**src/rtl/keypad_scanner.sv**
```systemverilog
// 4x4 matrix keypad scanner: drives one row low per slot, assembles a full
// 16-key frame every four slots, debounces whole frames and reports new presses.
module keypad_scanner #(
    parameter int SCAN_DIV        = 50000,
    parameter int DEBOUNCE_FRAMES = 3
) (
    input  logic        clk,
    input  logic        rst,
    output logic [3:0]  row_out,
    input  logic [3:0]  col_in,
    output logic [15:0] key_status,
    output logic        key_valid,
    output logic [3:0]  key_code
);

    localparam int DIV_W   = $clog2(SCAN_DIV);
    localparam int MATCH_W = $clog2(DEBOUNCE_FRAMES + 1);

    logic [DIV_W-1:0]   div_q;
    logic [1:0]         row_q;
    logic [11:0]        frame_q;
    logic [15:0]        last_q;
    logic [MATCH_W-1:0] match_q;
    logic [15:0]        status_q;
    logic [15:0]        prev_q;
    logic               valid_q;
    logic [3:0]         code_q;

    logic               sample;
    logic [15:0]        frame_d;
    logic [MATCH_W-1:0] match_d;
    logic [15:0]        new_press;

    function automatic logic [3:0] lowest_idx(input logic [15:0] v);
        lowest_idx = '0;
        for (int i = 15; i >= 0; i--) begin
            if (v[i]) lowest_idx = 4'(i);
        end
    endfunction

    always_comb begin
        sample  = (div_q == DIV_W'(SCAN_DIV - 1));
        // Rows 0-2 come from storage; the row being sampled now is spliced in,
        // so on row 3 frame_d is the complete frame.
        frame_d = {4'b0000, frame_q};
        frame_d[4*row_q +: 4] = ~col_in;
        if (frame_d == last_q) begin
            match_d = (match_q == MATCH_W'(DEBOUNCE_FRAMES)) ? match_q : match_q + 1'b1;
        end else begin
            match_d = MATCH_W'(1);
        end
        new_press = status_q & ~prev_q;
    end

    always_ff @(posedge clk) begin
        if (rst) begin
            div_q    <= '0;
            row_q    <= '0;
            frame_q  <= '0;
            last_q   <= '0;
            match_q  <= '0;
            status_q <= '0;
            prev_q   <= '0;
            valid_q  <= 1'b0;
            code_q   <= '0;
        end else begin
            prev_q  <= status_q;
            valid_q <= |new_press;
            if (|new_press) code_q <= lowest_idx(new_press);

            if (sample) begin
                div_q   <= '0;
                row_q   <= row_q + 2'd1;
                frame_q <= frame_d[11:0];
                if (row_q == 2'd3) begin
                    last_q  <= frame_d;
                    match_q <= match_d;
                    if (match_d == MATCH_W'(DEBOUNCE_FRAMES)) status_q <= frame_d;
                end
            end else begin
                div_q <= div_q + 1'b1;
            end
        end
    end

    assign row_out    = ~(4'b0001 << row_q);
    assign key_status = status_q;
    assign key_valid  = valid_q;
    assign key_code   = code_q;

endmodule
```
**config.mk**
```make
export PLATFORM = sky130hd
export DESIGN_NAME = keypad_scanner
export DESIGN_NICKNAME = d
export VERILOG_FILES = /design/src/rtl/keypad_scanner.sv
export SDC_FILE = /design/constraint.sdc
export NUM_CORES = 1
export LEC_CHECK = 0
export ABC_AREA = 1
export CAP_MARGIN = 20
export CORE_ASPECT_RATIO = 1.5
export CORE_UTILIZATION = 25
export CTS_CLUSTER_DIAMETER = 60
export DETAILED_ROUTE_END_ITERATION = 12
export SLEW_MARGIN = 20
export SYNTH_ARGS = -nofsm -noshare
export SYNTH_HDL_FRONTEND = slang
export SYNTH_SLANG_ARGS = --single-unit
```
**constraint.sdc**
```tcl
create_clock -name clk -period 2.84 [get_ports clk]
set_input_delay 0.426 -clock clk [delete_from_list [all_inputs] [get_ports clk]]
set_output_delay 0.426 -clock clk [all_outputs]
set_load 0.005 [all_outputs]
```
==> impl_metrics.toml, run 1 <==
[layout]
final_cell_mix = "146 x nand2_1, 111 x nor2_1, 85 x dfxtp_1, 68 x inv_1, 36 x o21ai_0"
nets = 628
syn_to_final_growth_pct = 21.8
num_antenna_cells = 0
mostFrequentLayoutCell = "nand2_1"
fin_cells = 819
final_util = 0.314
num-fill-cells = 1654
drive_above_1_share = 0.0774

[pwr]
vdd_ir_drop_max_mv = 0.223
p_per_area_nw_per_um2 = 528
leakagePower_nw = 2.09

[critical_path]
crit_start = "row_q[1]"
cp.required_ps = 3080
timing.rr.start = "row_q[1]"
cp_common_cell = "nor2_1"
crit_type = "flop to flop"
crit_fanout = 20
start_kind = "flop"
crit_arrival_ps = 2790
crit_path_top_delay_cell = "dfxtp_1"
slowest_delay_ps = 380
worstPathCellList = "inv_1, ha_1, nor2_2, nand3_1, nand2_1, o21ai_0, nor2_1, nand3_1, nor2_4, nand4_2, buf_4, nor2_1, nor2_1"
path_buf_inv = 2
end_kind = "flop"
cp_top_family = "simple AND/OR/NAND/NOR gates"

[drt]
drtIter0Drc = 178
vias = 3471
drt_first_pass_iters = 4
drt-wirelength-per-cell_um = 11.6
final_antenna_net_count = 0
wl_mm = 9.48
drc = 0
via_per_inst = 4.24

[min_path]
hold_start = "div_q[0]"
hp-class = "flop to flop"

[yosys]
seq_area_frac_synth = 0.434
synth_top_cell_by_area = "dfxtp_1"
syn_nets = 594
ys_types = 32
synth_fa_ha_area_frac = 0.0224
synth.avg_cell_area_um2 = 6.74
ys_warn_count = 0
synth-xor-area-share = 0.00894
synth_ff_type = "dfxtp_1"
synth.area.mux_share = 0
synth.top_cells.by_area = "dfxtp_1 43%, nand2_1 14%, nor2_1 11%, inv_1 6.5%, o21ai_0 4.6%"
synth_area_um2 = 3920
synth-edff-count = 0
synth_top_cell_area_share = 0.434
ys_ff_latch = 85
synth-compound-area-share = 0.102
synth_top_family_by_area = "simple AND/OR/NAND/NOR gates"
synth-async-reset-ratio = 0
synthSimpleGateAreaFrac = 0.342
synthCells = 581

[die]
core_area_um2 = 15200
start_util = 0.258
die_h_um = 155
rows = 55
dieWidth_um = 104
ios = 31
die-area_um2 = 16200

[timing]
finalMaxSlewViolations = 0
finalCritPeriodShare = 0.900
setup_viol = 0
grt_setup_unrepaired = "false"
slew_headroom = 0.594
tightest_slew_ps = 607
finalSetupTns_ps = 0
finalHoldViolations = 0
min_period_ps = 2560
max_freq_mhz = 391
final.setup_skew_ps = 7.92

[cts]
post_cts_resized = 0
cts_num_sinks = 85
postCtsSetupBuffers = 0
clk_pin_slew_ps = 60
h-tree-depth = 3
clkLatencyLatePin_ps = 350
root_buffer = "clkbuf_16"
clockBufferDepth = 2
cts_buffers = 9
ctsHoldBuffers = 0
tritoncts = "built"

[grt]
overflow = 0
grt_first_pass_wirelength_mm = 16.0
grt_use_total = 0.124
grt_pass1_vias = 3395
antenna_found_initial = 0
grt_max_degree = 47

[placement]
portBuffers = 30
routabilityCongestion = 0.800
dp_hpwl_mm = 6.90
placed_cells = 803

[outcome]
outcome = "complete, no violations"

[job]
maxCapViolCount = 0
[area by class of cell]
cell class                      count  area [um2]  share of cell area
Tap cell                          199         249              0.0522
Timing Repair Buffer               40         375              0.0786
Clock inverter                      6        87.6              0.0183
Clock buffer                       10         229              0.0480
Multi-Input combinational cell    407        1860               0.390
Inverter                           72         270              0.0566
Sequential cell                    85        1700               0.356
[power by group]
| group | switching [W] | internal (W) |
|---|---|---|
| Sequential | 0.00000191 | 0.00120 |
| Combinational | 0.0000416 | 0.0000202 |
| Clock | 0.000492 | 0.000771 |
| Total | 0.000535 | 0.00199 |
[synthesized netlist by cell type (2+ instances only)]
cell      instances
buf_6             2
nor3_1            6
nor3b_1           2
nand2_1         146
nand3_1          21
ha_1              7
clkinv_1          2
inv_1            68
a211oi_1          2
o21ai_1           3
inv_2             2
nor4_1            3
or2_2            12
o21ai_0          36
clkbuf_1         11
nand4_1           9
nor2_2            6
xor2_1            4
o21a_1            2
buf_2             2
dfxtp_1          85
nor2_1          111
a21oi_1          30
[worst reg2reg max path: stages, from the launching register on]
cell and delay (ps):
dfxtp_1 380, inv_1 100, ha_1 330, nor2_2 280
nand3_1 100, nand2_1 190, o21ai_0 110, nor2_1 90
nand3_1 190, nor2_4 190, nand4_2 80, buf_4 220
nor2_1 130, nor2_1 60
[cells by family after synthesis]
group / count (synthesis)
xor gates and xnor gates: 4
AOI/OAI and AO/OA: 76
and+or+nand+nor: 320
DFF: 85
adders and majority gates: 7
buffers and inverters: 89
[flip-flops by register name, summed over array words and instances (netlist names)]
| signal | cells |
|---|---|
| div_q | 16 |
| key_status | 16 |
| last_q | 16 |
| prev_q | 16 |
| frame_q | 12 |
| key_code | 4 |
| match_q | 2 |
| row_q | 2 |
| key_valid | 1 |
[metrics by stage]
stage	setup slack [ps]	total power [W]	hold WS, ps	area (um2)
3_3_place_gp	250	0.00129	430	4460
2_1_floorplan	635	0.00126	413	3920
3_5_place_dp	277	0.00129	436	4460
5_1_grt	44.2	0.00260	471	4770
6_report	284	0.00252	442	4770
4_1_cts	277	0.00254	448	4770
[final timing paths]
| check | end | slack [ps] | cells after the start |
|---|---|---|---|
| setup / recovery | key_status[15] | 280 | 13 |
| hold / removal | div_q[0] | 440 | 1 |
| setup reg to reg | key_status[15] | 280 | 13 |
| hold reg to reg | div_q[0] | 440 | 1 |
[routing by layer]
layer / share of wire / vias to the layer above / global-route usage
li1: - / 1884 / -
met1: 0.43 / 1502 / 0.141
met2: 0.49 / 69 / 0.219
met3: 0.049 / 16 / 0.0310
met4: 0.025 / 0 / 0.0558
met5: 0 / - / 0
No activity file was read; power rests on OpenSTA's default activity.
==> run 2, diff against run 1 <==
- CTS_BUF_LIST: default -> sky130_fd_sc_hd__clkbuf_4 sky130_fd_sc_hd__clkbuf_8
- TNS_END_PERCENT: default -> 1
==> impl_metrics.toml, run 2 (synthesis gave the netlist of run 1 again) <==
[outcome]
outcome = "complete, no violations"

[pwr]
vdd_ir_drop_max_mv = 0.186
p_per_area_nw_per_um2 = 471
leakagePower_nw = 2.04

[layout]
final_cell_mix = "146 x nand2_1, 111 x nor2_1, 85 x dfxtp_1, 68 x inv_1, 36 x o21ai_0"
mostFrequentLayoutCell = "nand2_1"
final_area_um2 = 4680
syn_to_final_growth_pct = 19.4
nets = 628
num_antenna_cells = 0
final_util = 0.307
drive_above_1_share = 0.0790

[placement]
routabilityCongestion = 0.800
portBuffers = 30
postPlaceCellArea_um2 = 4460
dp_hpwl_mm = 6.90

[timing]
finalMaxSlewViolations = 0
finalCritPeriodShare = 0.894
min_period_ps = 2540
finalSetupTns_ps = 0
slew_headroom = 0.610
max_freq_mhz = 394
finalHoldViolations = 0
grt_setup_unrepaired = "false"
final.setup_skew_ps = 8.67
setup_viol = 0
tightest_slew_ps = 583

[drt]
via_per_inst = 4.23
drt_first_pass_iters = 7
wl_mm = 9.33
top_layer = "met4"
drc = 0
route.met3.wl_um = 345
vias = 3465
drt-wirelength-per-cell_um = 11.4
wl_met2_mm = 4.49
drtIter0Drc = 175
final_antenna_net_count = 0
drt-met1-wl_mm = 4.22

[cts]
cts_num_sinks = 85
ctsHoldBuffers = 0
clk_pin_slew_ps = 80
clkLatencyLatePin_ps = 360
post_cts_resized = 0
tritoncts = "built"
cts_buffers = 9
clockBufferDepth = 2
h-tree-depth = 3
root_buffer = "clkbuf_8"
postCtsSetupBuffers = 0

[critical_path]
slowest_delay_ps = 380
path_buf_inv = 2
cp_top_family = "simple AND/OR/NAND/NOR gates"
cp.required_ps = 3090
crit_arrival_ps = 2790
crit_fanout = 12
cp_common_cell = "nor2_1"
start_kind = "flop"
worstPathCellList = "inv_1, ha_1, nor2_2, nand3_1, nand2_1, o21ai_0, nor2_1, nand3_1, nor2_4, nand4_1, buf_4, nor2_1, nor2_1"
crit_path_top_delay_cell = "dfxtp_1"
crit_type = "flop to flop"
end_kind = "flop"

[grt]
grt_pass1_vias = 3402
overflow = 0
grt_use_total = 0.122
grt_max_degree = 47
antenna_found_initial = 0
grt_first_pass_wirelength_mm = 15.9

[min_path]
hp-class = "flop to flop"

[job]
maxCapViolCount = 0

[die]
die-area_um2 = 16200
rows = 55
start_util = 0.258
core_area_um2 = 15200
dieWidth_um = 104
die_h_um = 155
ios = 31
==> run 2: cell types whose count changed in the layout (fill, tap and decap cells not counted) <==
cell | previous run | this run
clkbuf_1 | 1 | 0
clkbuf_16 | 9 | 0
clkbuf_4 | 0 | 1
clkbuf_8 | 0 | 9
==> run 2: path summary, 6_finish.rpt <==
path                            cells past startpoint             end  startpoint  slack [ps]
worst min-delay path                                1        div_q[0]    div_q[0]         450
worst max-delay path                               13  key_status[10]    row_q[1]         300
worst max register to register                     13  key_status[10]    row_q[1]         300
worst min register to register                      1        div_q[0]    div_q[0]         450
==> run 2: routing by layer <==
metal  up-vias  track usage
met2        52        0.213
met3        20       0.0281
li1       1883            -
met5         -            0
met4         0       0.0605
met1      1510        0.139
==> run 2: area by class of cell <==
| type | count | area (um2) |
|---|---|---|
| tap | 199 | 249 |
| clock inverter | 6 | 87.6 |
| timing repair buffer | 40 | 375 |
| inverter | 72 | 270 |
| clock buffer | 10 | 131 |
| fill | 1676 | 10500 |
| multi-input combinational | 407 | 1860 |
| sequential | 85 | 1700 |
==> run 2: metrics by stage <==
stage | worst slack [ps] | power (W) | hold slack, ps | instances
floorplan | 635 | 0.00126 | 413 | 581
global placement | 250 | 0.00129 | 430 | 803
detailed placement | 277 | 0.00129 | 436 | 803
CTS | 275 | 0.00223 | 452 | 819
global route | 38.2 | 0.00229 | 474 | 819
finish | 301 | 0.00220 | 446 | 819
==> run 2: power breakdown <==
| part | total [W] | internal, W | switching, W | leakage [nW] |
|---|---|---|---|---|
| sequential | 0.00120 | 0.00119 | 0.00000191 | 0.685 |
| clock | 0.000946 | 0.000506 | 0.000441 | 0.114 |
| combinational | 0.0000620 | 0.0000202 | 0.0000418 | 1.25 |
| total | 0.00220 | 0.00172 | 0.000485 | 2.04 |
==> run 3, diff against run 2 <==
- PLACE_DENSITY_LB_ADDON: default -> 0.3
==> impl_metrics.toml, run 3 (synthesis gave the netlist of run 1 again) <==
[pwr]
vdd_ir_drop_max_mv = 0.172
p_per_area_nw_per_um2 = 451
leakagePower_nw = 2.04

[critical_path]
cp.required_ps = 3080
r2r_end = "key_status[11]"
r2r_cells = 14
crit_arrival_ps = 2760
start_kind = "flop"
timing.rr.start = "row_q[1]"
end_kind = "flop"
crit_type = "flop to flop"
path_buf_inv = 2
endpoint = "key_status[11]"
cp_top_family = "simple AND/OR/NAND/NOR gates"
reg2reg_slack_ps = 320
crit_start = "row_q[1]"
crit_path_top_delay_cell = "dfxtp_1"
worstPathCellList = "inv_1, ha_1, nor2_2, nand3_1, nand2_1, xor2_1, nand2_1, nor2_1, nand2_1, nor2_4, nand4_1, buf_4, nor2_1, nor2_1"
slowest_delay_ps = 380
crit_fanout = 12
cp.depth = 14

[cts]
post_cts_resized = 0
root_buffer = "clkbuf_8"
cts_buffers = 9
ctsHoldBuffers = 0
cts_num_sinks = 85
clockBufferDepth = 2
clkLatencyLatePin_ps = 360
h-tree-depth = 3
postCtsSetupBuffers = 0
clk_pin_slew_ps = 90
tritoncts = "built"

[drt]
drtIter0Drc = 112
vias = 3436
final_antenna_net_count = 0
via_per_inst = 4.19
drt-wirelength-per-cell_um = 11.6
drt_first_pass_iters = 4
drc = 0
wl_mm = 9.49

[layout]
final_cell_mix = "146 x nand2_1, 111 x nor2_1, 85 x dfxtp_1, 68 x inv_1, 36 x o21ai_0"
nets = 631
drive_above_1_share = 0.0805
num_antenna_cells = 0
mostFrequentLayoutCell = "nand2_1"
num-fill-cells = 1667
syn_to_final_growth_pct = 19.5
fin_cells = 820

[timing]
finalHoldViolations = 0
max_freq_mhz = 397
timing.hold.ws_ps = 452
final.setup_skew_ps = 12.3
grt_setup_unrepaired = "false"
finalCritPeriodShare = 0.887
tightest_slew_ps = 595
setup_viol = 0
min_period_ps = 2520
slew_headroom = 0.601
finalMaxSlewViolations = 0
finalSetupTns_ps = 0

[die]
die_h_um = 155
dieWidth_um = 104
ios = 31
rows = 55
start_util = 0.258
die-area_um2 = 16200
core_area_um2 = 15200

[grt]
antenna_found_initial = 0
grt_use_total = 0.126
grt_max_degree = 27
grt_first_pass_wirelength_mm = 16.0
overflow = 0
grt_pass1_vias = 3380

[placement]
routabilityCongestion = 0.807
dp_hpwl_mm = 7.20
portBuffers = 30
placed_cells = 806

[outcome]
outcome = "complete, no violations"

[min_path]
worstHoldPathCells = 1
hp-class = "flop to flop"

[job]
maxCapViolCount = 0
==> run 3: cell count changes in the layout (fill, tap and decap cells not counted) <==
| cell | before | now |
|---|---|---|
| buf_4 | 10 | 12 |
| buf_12 | 0 | 1 |
| clkbuf_4 | 1 | 0 |
| clkbuf_8 | 9 | 10 |
| clkinv_4 | 2 | 0 |
| bufinv_16 | 2 | 1 |
| clkinvlp_4 | 0 | 2 |
| clkinv_2 | 2 | 1 |
==> run 3: where the power goes <==
part | internal (W) | switching [W] | total [W]
clock | 0.000419 | 0.000432 | 0.000852
combinational | 0.0000221 | 0.0000407 | 0.0000628
sequential | 0.00119 | 0.00000201 | 0.00120
==> run 3: worst min path at each step <==
stage,start,end
floorplan,div_q[0],div_q[0]
global placement,div_q[0],div_q[0]
detailed placement,div_q[0],div_q[0]
CTS,div_q[0],div_q[0]
global route,key_code[0],key_code[0]
finish,div_q[0],div_q[0]
==> run 3: worst reg2reg max path, delay by kind of cell (launching register included) <==
family,cells,cell delay [ps]
adder cells (fa/ha/maj),1,330
XOR/XNOR,1,180
buffers and inverters,2,290
flip-flops,1,380
AND/OR/NAND/NOR,10,1220
==> run 3: cell type report <==
class	count	area, um2	area share
Timing Repair Buffer	43	410	0.0877
Tap cell	199	249	0.0532
Sequential cell	85	1700	0.364
Inverter	72	270	0.0578
Clock inverter	4	50.0	0.0107
Multi-Input combinational cell	407	1860	0.398
Clock buffer	10	138	0.0294
==> run 3: layer usage <==
metal / track usage / up-vias / part of all wire / wire, um
met5: 0 / - / 0 / 0
met4: 0.0639 / 0 / 0.021 / 201
met3: 0.0218 / 13 / 0.024 / 223
met1: 0.134 / 1498 / 0.44 / 4150
met2: 0.236 / 39 / 0.52 / 4920
li1: - / 1886 / - / -
==> run 3: stage by stage <==
stage / area (um2) / total power, W / utilization / setup slack (ps)
after floorplan: 3920 / 0.00126 / - / 635
after global placement: 4490 / 0.00129 / 0.295 / 330
after detailed placement: 4490 / 0.00129 / 0.295 / 317
after CTS: 4680 / 0.00214 / 0.308 / 330
after global routing: 4680 / 0.00220 / 0.308 / 72.5
final: 4680 / 0.00211 / 0.308 / 322
==> edit 1 (flow settings as in run 1) <==
`SCAN_DIV`: 50000 -> 100000.
--- a/src/rtl/keypad_scanner.sv
+++ b/src/rtl/keypad_scanner.sv
@@ -1,7 +1,7 @@
 // 4x4 matrix keypad scanner: drives one row low per slot, assembles a full
 // 16-key frame every four slots, debounces whole frames and reports new presses.
 module keypad_scanner #(
-    parameter int SCAN_DIV        = 50000,
+    parameter int SCAN_DIV        = 100000,
     parameter int DEBOUNCE_FRAMES = 3
 ) (
     input  logic        clk,
Formal check against the unedited RTL: no difference found for any inputs over 10 cycles, from zero or initial values and one cycle with rst high; that may be too few to reach the edited logic, so the function may still have changed.
==> edit 1 against run 1 <==
  * Utilization decreased by 0.45 points
  * Sequential cell count grew 1
  * Critical path depth rose by 2
  * Setup slack got worse by 0.017 ns
  * Cell count rose by 0.61%
  * Power down 2.4%
  * Hold slack better by 0.0079 ns
  * Die area rose by 1.2%
  * Routed wire length decreased by 3.2%
  * Clock power is 5% lower
  * Cell area rose by 0.81%
  * Synthesized area grew 1.2%
  * Clock skew hardly changed
==> edit 1: results (changes against run 1) <==
- Met2 wire len: 4740 um (+1.7%)
- Min-delay worst type: flop to flop
- Leak Pwr: 0.00210 uW (+0.54%)
- Fillers: 1728 (+4.5%)
- Comb power frac: 0.023 (-0.002)
- Max FFs per register: 17
- CP max FO: 8 (-60%)
- Hold worst-path end: key_code[0]
- Post-cts sizing count: 0 (unchanged)
- Setup Buffers After CTS: 0 (unchanged)
- Met3 wire length: 361 um (-23%)
- Hold_sp: key_code[0]
- Top_reg_cell synth: dfxtp_1
- Synth unique cells: 32 (unchanged)
- Crit path from: row_q[1]
- M1 WL: 3930 um (-4.4%)
- Net count after synthesis: 596 (+0.34%)
- Layout cells sized above 1: 0.0886 (+0.0111)
- Critical path's slowest cell: dfxtp_1
- Layout Skew: 0.00751 ns (-0.000409 ns)
- Status: completed
- CP endpoint kind: flop
- Top reg by flops: div_q
- CTS clock-pin slew for the worst setup and hold paths: 0.06 ns (about the same)
- CTS H-tree depth: 3 (unchanged)
- Worst EP arrival: 2.80 ns (about the same)
- Cell count of the worst reg-to-reg path: 15 (+2)
- Clk Latency, worst-skew pair: 0.34 ns
- Num CTS Buffers: 9 (unchanged)
- Vias in the first global route: 3308 (-2.6%)
- Routed vias/inst: 4.26 (+0.42%)
- Top cells by count, synth: nand2_1, nor2_1, dfxtp_1
- ANT nets after route: 0 (unchanged)
- Largest net degree at the start of global routing: 33 (-30%)
- Final wirelength: 9180 um (-3.2%)
- Total track usage: 0.119 (-0.00500)
- Leading post-synthesis cells by cell area: dfxtp_1, nand2_1, nor2_1
- Uppermost layer routed: met4
- Pre-CTS setup slack: 0.173 ns (-0.103 ns)
- Asr flop ratio synth: 0 (unchanged)
- Starting DRC count in detailed routing: 143 (-20%)
- RR Endpoint: key_status[0]
- Initial DRT Pass Iterations: 4 (unchanged)
- Critical Path Max Stage Delay: 0.37 ns
- Inserted Diodes: 0 (unchanged)
- Worst vdd ir: 0.189 mV (-15%)
- Seq group: 1210 uW
- Final WS setup: 0.267 ns (-0.0171 ns)
- Total Nets Final: 629 (+0.16%)
- Sw power: 526 uW (-1.7%)
- Global-route wire length before repair: 15300 um (-4.6%)
- Proportion of synthesized chip area in sequential cells: 0.434 (about the same)
- Antenna violations before repair: 0 (unchanged)
- WHS Path Cells: 2 (+1)
- Grt ovf: 0 (unchanged)
- Root Buffer: clkbuf_16
- GPL Wtd Cong: 0.812 (+1.4%)
- Dpl hpwl: 6850 um (-0.79%)
- Worst-Margin Slew: 0.739 ns (+0.132 ns)
==> edit 1: cell types whose count changed in the layout (fill, tap and decap cells not counted), sizes merged, moves of 4 or more <==
cell,before,now
nand4,10,4
nand3,21,29
clkinv,6,2
o21ai,39,23
nor2,118,106
nand2,147,155
a211oi,2,11
or2,12,17
inv,70,78
a21oi,30,26
==> edit 1: stage by stage <==
stage / power [uW] / instances / hold slack [ns] / instance area [um^2] / utilization
3_5_place_dp: 1290 / 808 / 0.446 / 4500 / 0.289
6_report: 2460 / 824 / 0.450 / 4810 / 0.309
3_3_place_gp: 1290 / 808 / 0.431 / 4500 / 0.289
2_1_floorplan: 1270 / 583 / 0.418 / 3970 / -
4_1_cts: 2500 / 824 / 0.457 / 4810 / 0.309
5_1_grt: 2550 / 824 / 0.468 / 4810 / 0.309
==> edit 1: area by class of cell <==
type,instances,area (um^2),share of cell area
Clock buffer,10,239,0.0497
Clock inverter,6,67.6,0.0140
Inverter,77,289,0.0601
Multi-Input combinational cell,403,1870,0.389
Sequential cell,86,1720,0.358
Tap cell,203,254,0.0528
Timing Repair Buffer,39,368,0.0764
==> edit 1: cell families (layout without fill, tap and decap cells) <==
group / after synthesis / after routing / share of synthesized area
XOR/XNOR: 6 / 6 / 0.0132
AO/OA/AOI/OAI: 66 / 66 / 0.0940
AND/OR/NAND/NOR: 324 / 324 / 0.342
buffers and inverters: 94 / 132 / 0.0943
flip-flops: 86 / 86 / 0.434
adder cells (fa/ha/maj): 7 / 7 / 0.0221
==> edit 1: tightest hold or removal path: stages, from the launching register on <==
cell and delay, ns:
dfxtp_1 0.31, nand2_1 0.06, nand2_1 0.04
==> edit 1: routing by layer <==
metal / vias up / global-route usage
met3: 12 / 0.0246
li1: 1883 / -
met1: 1550 / 0.127
met2: 62 / 0.222
met4: 0 / 0.0584
met5: - / 0
==> edit 2 (flow settings as in run 1) <==
Without the edit above. Register the output `key_code` once more, cleared by the reset; this adds one clock of latency there. The other outputs are not delayed to match.
--- a/src/rtl/keypad_scanner.sv
+++ b/src/rtl/keypad_scanner.sv
@@ -86,6 +86,12 @@
     assign row_out    = ~(4'b0001 << row_q);
     assign key_status = status_q;
     assign key_valid  = valid_q;
-    assign key_code   = code_q;
+    always_ff @(posedge clk) begin
+        if (rst) begin
+            key_code <= '0;
+        end else begin
+            key_code <= code_q;
+        end
+    end
 
 endmodule
Formal check against the unedited RTL: no difference found for any inputs over 10 cycles, from zero or initial values and one cycle with rst high; that may be too few to reach the edited logic, so the function may still have changed.
==> edit 2 against run 1 <==
  * Critical endpoint is now key_status[2]
  * Clock skew decreased by 0.00072 ns
  * Synthesized cell count up 1.0%
  * Synthesized area increased by 2.7%
  * Non-clock buffer count is the same
  * Power increased by 1.4%
  * Setup slack improved by 0.13 ns
  * Critical path type unchanged
  * Cell area rose by 2.3%
  * Sequential cell count is 4 higher
  * Global-route usage down 0.95 points
  * Maximum frequency rose by 5.3%
  * Routed wire length decreased by 5.3%
==> edit 2: results (changes against run 1) <==
- CP max FO: 12 (-40%)
- Total Nets Final: 635 (+1.1%)
- Worst vdd ir: 0.264 mV (+18%)
- Final worst path period share: 0.855 (-0.0453)
- Vias in the first global route: 3364 (-0.91%)
- WHS Path Cells: 2 (+1)
- Seq cells post-synth: 89 (+4.7%)
- Worst EP arrival: 2.66 ns (-0.13 ns)
- GPL Wtd Cong: 0.795 (-0.65%)
- Placed cells: 814 (+1.4%)
- Inverter count: 74 (+2.8%)
- Hold_sp: code_q[0]
- Layout cells sized above 1: 0.0861 (+0.00871)
- Proportion of synthesized chip area in sequential cells: 0.443 (+0.00856)
- Inserted Diodes: 0 (unchanged)
- Critical path's slowest cell: dfxtp_1
- Antenna violations before repair: 0 (unchanged)
- Hold Slack: 0.418 ns (-0.0246 ns)
- Status: completed
- Global-route wire length before repair: 15300 um (-4.6%)
- Leak Pwr: 0.00207 uW (-1.0%)
- Signal buf overhead: 0.0769 (-0.00173)
- Cell count of the worst reg-to-reg path: 14 (+1)
- Final non-filler cell total: 830 (+1.3%)
- Hold worst-path end: key_code[0]
- Synth unique cells: 31 (-3.1%)
- Fillers: 1726 (+4.4%)
- Comb_multi_in: 408 (+0.25%)
- Area taken by multi-input logic gates: 0.00188 mm^2 (+1.1%)
- Pre-CTS setup slack: 0.310 ns (+0.0327 ns)
- Clock network area share: 0.0638 (-0.00249)
- Dpl hpwl: 6630 um (-4.0%)
- DR WL/cell: 10.8 um (-6.6%)
- Largest net degree at the start of global routing: 30 (-36%)
- Worst slew margin: 0.712 (+0.118)
- Routed vias/inst: 4.23 (-0.16%)
- Area delta synth->final: 21.3%
- Placed cell area: 0.00457 mm^2 (+2.5%)
- Final Cell Area: 0.00488 mm^2 (+2.3%)
- Layout Skew: 0.00720 ns (-0.000723 ns)
- Top cells by count, synth: nand2_1, nor2_1, dfxtp_1
- Grt met2 use: 0.198 (-0.0207)
- R2R setup slack: 0.41 ns (+0.13 ns)
- Reg-to-reg critical path startpoint: row_q[1]
- Asr flop ratio synth: 0 (unchanged)
- Sequential share of cell area: 0.365 (+0.00855)
- GR Util met3: 0.0203 (-0.0107)
- Syn Area/Cell: 6.85 um^2 (+1.6%)
- Leading post-synthesis cells by cell area: dfxtp_1, nand2_1, nor2_1
- Worst Setup EP: key_status[2]
- Starting DRC count in detailed routing: 157 (-12%)
edit 2: per-layer routing:
metal,part of all wire,up-vias
met4,0.021,0
met1,0.47,1536
met2,0.48,52
met5,0,-
li1,-,1907
met3,0.029,17
edit 2: cells by family (layout without fill, tap and decap cells):
family | after synthesis | count (layout) | share of synthesized area
AOI/OAI and AO/OA | 76 | 76 | 0.0992
xor gates and xnor gates | 3 | 3 | 0.00653
adders and majority gates | 7 | 7 | 0.0218
buffers and inverters | 90 | 130 | 0.0896
DFF | 89 | 89 | 0.443
and+or+nand+nor | 322 | 322 | 0.340
edit 2: power by group:
| part | internal (uW) | leakage (uW) | total (uW) | switching, uW |
|---|---|---|---|---|
| combinational | 20.3 | 0.00120 | 59.7 | 39.4 |
| sequential | 1250 | 0.000717 | 1250 | 2.85 |
| clock | 719 | 0.000151 | 1240 | 525 |
| total | 1990 | 0.00207 | 2560 | 567 |
edit 2: worst min-delay path, cell delays in order, from the launching register on:
cell	delay, ns
dfxtp_1	0.30
inv_1	0.04
nor2_1	0.04
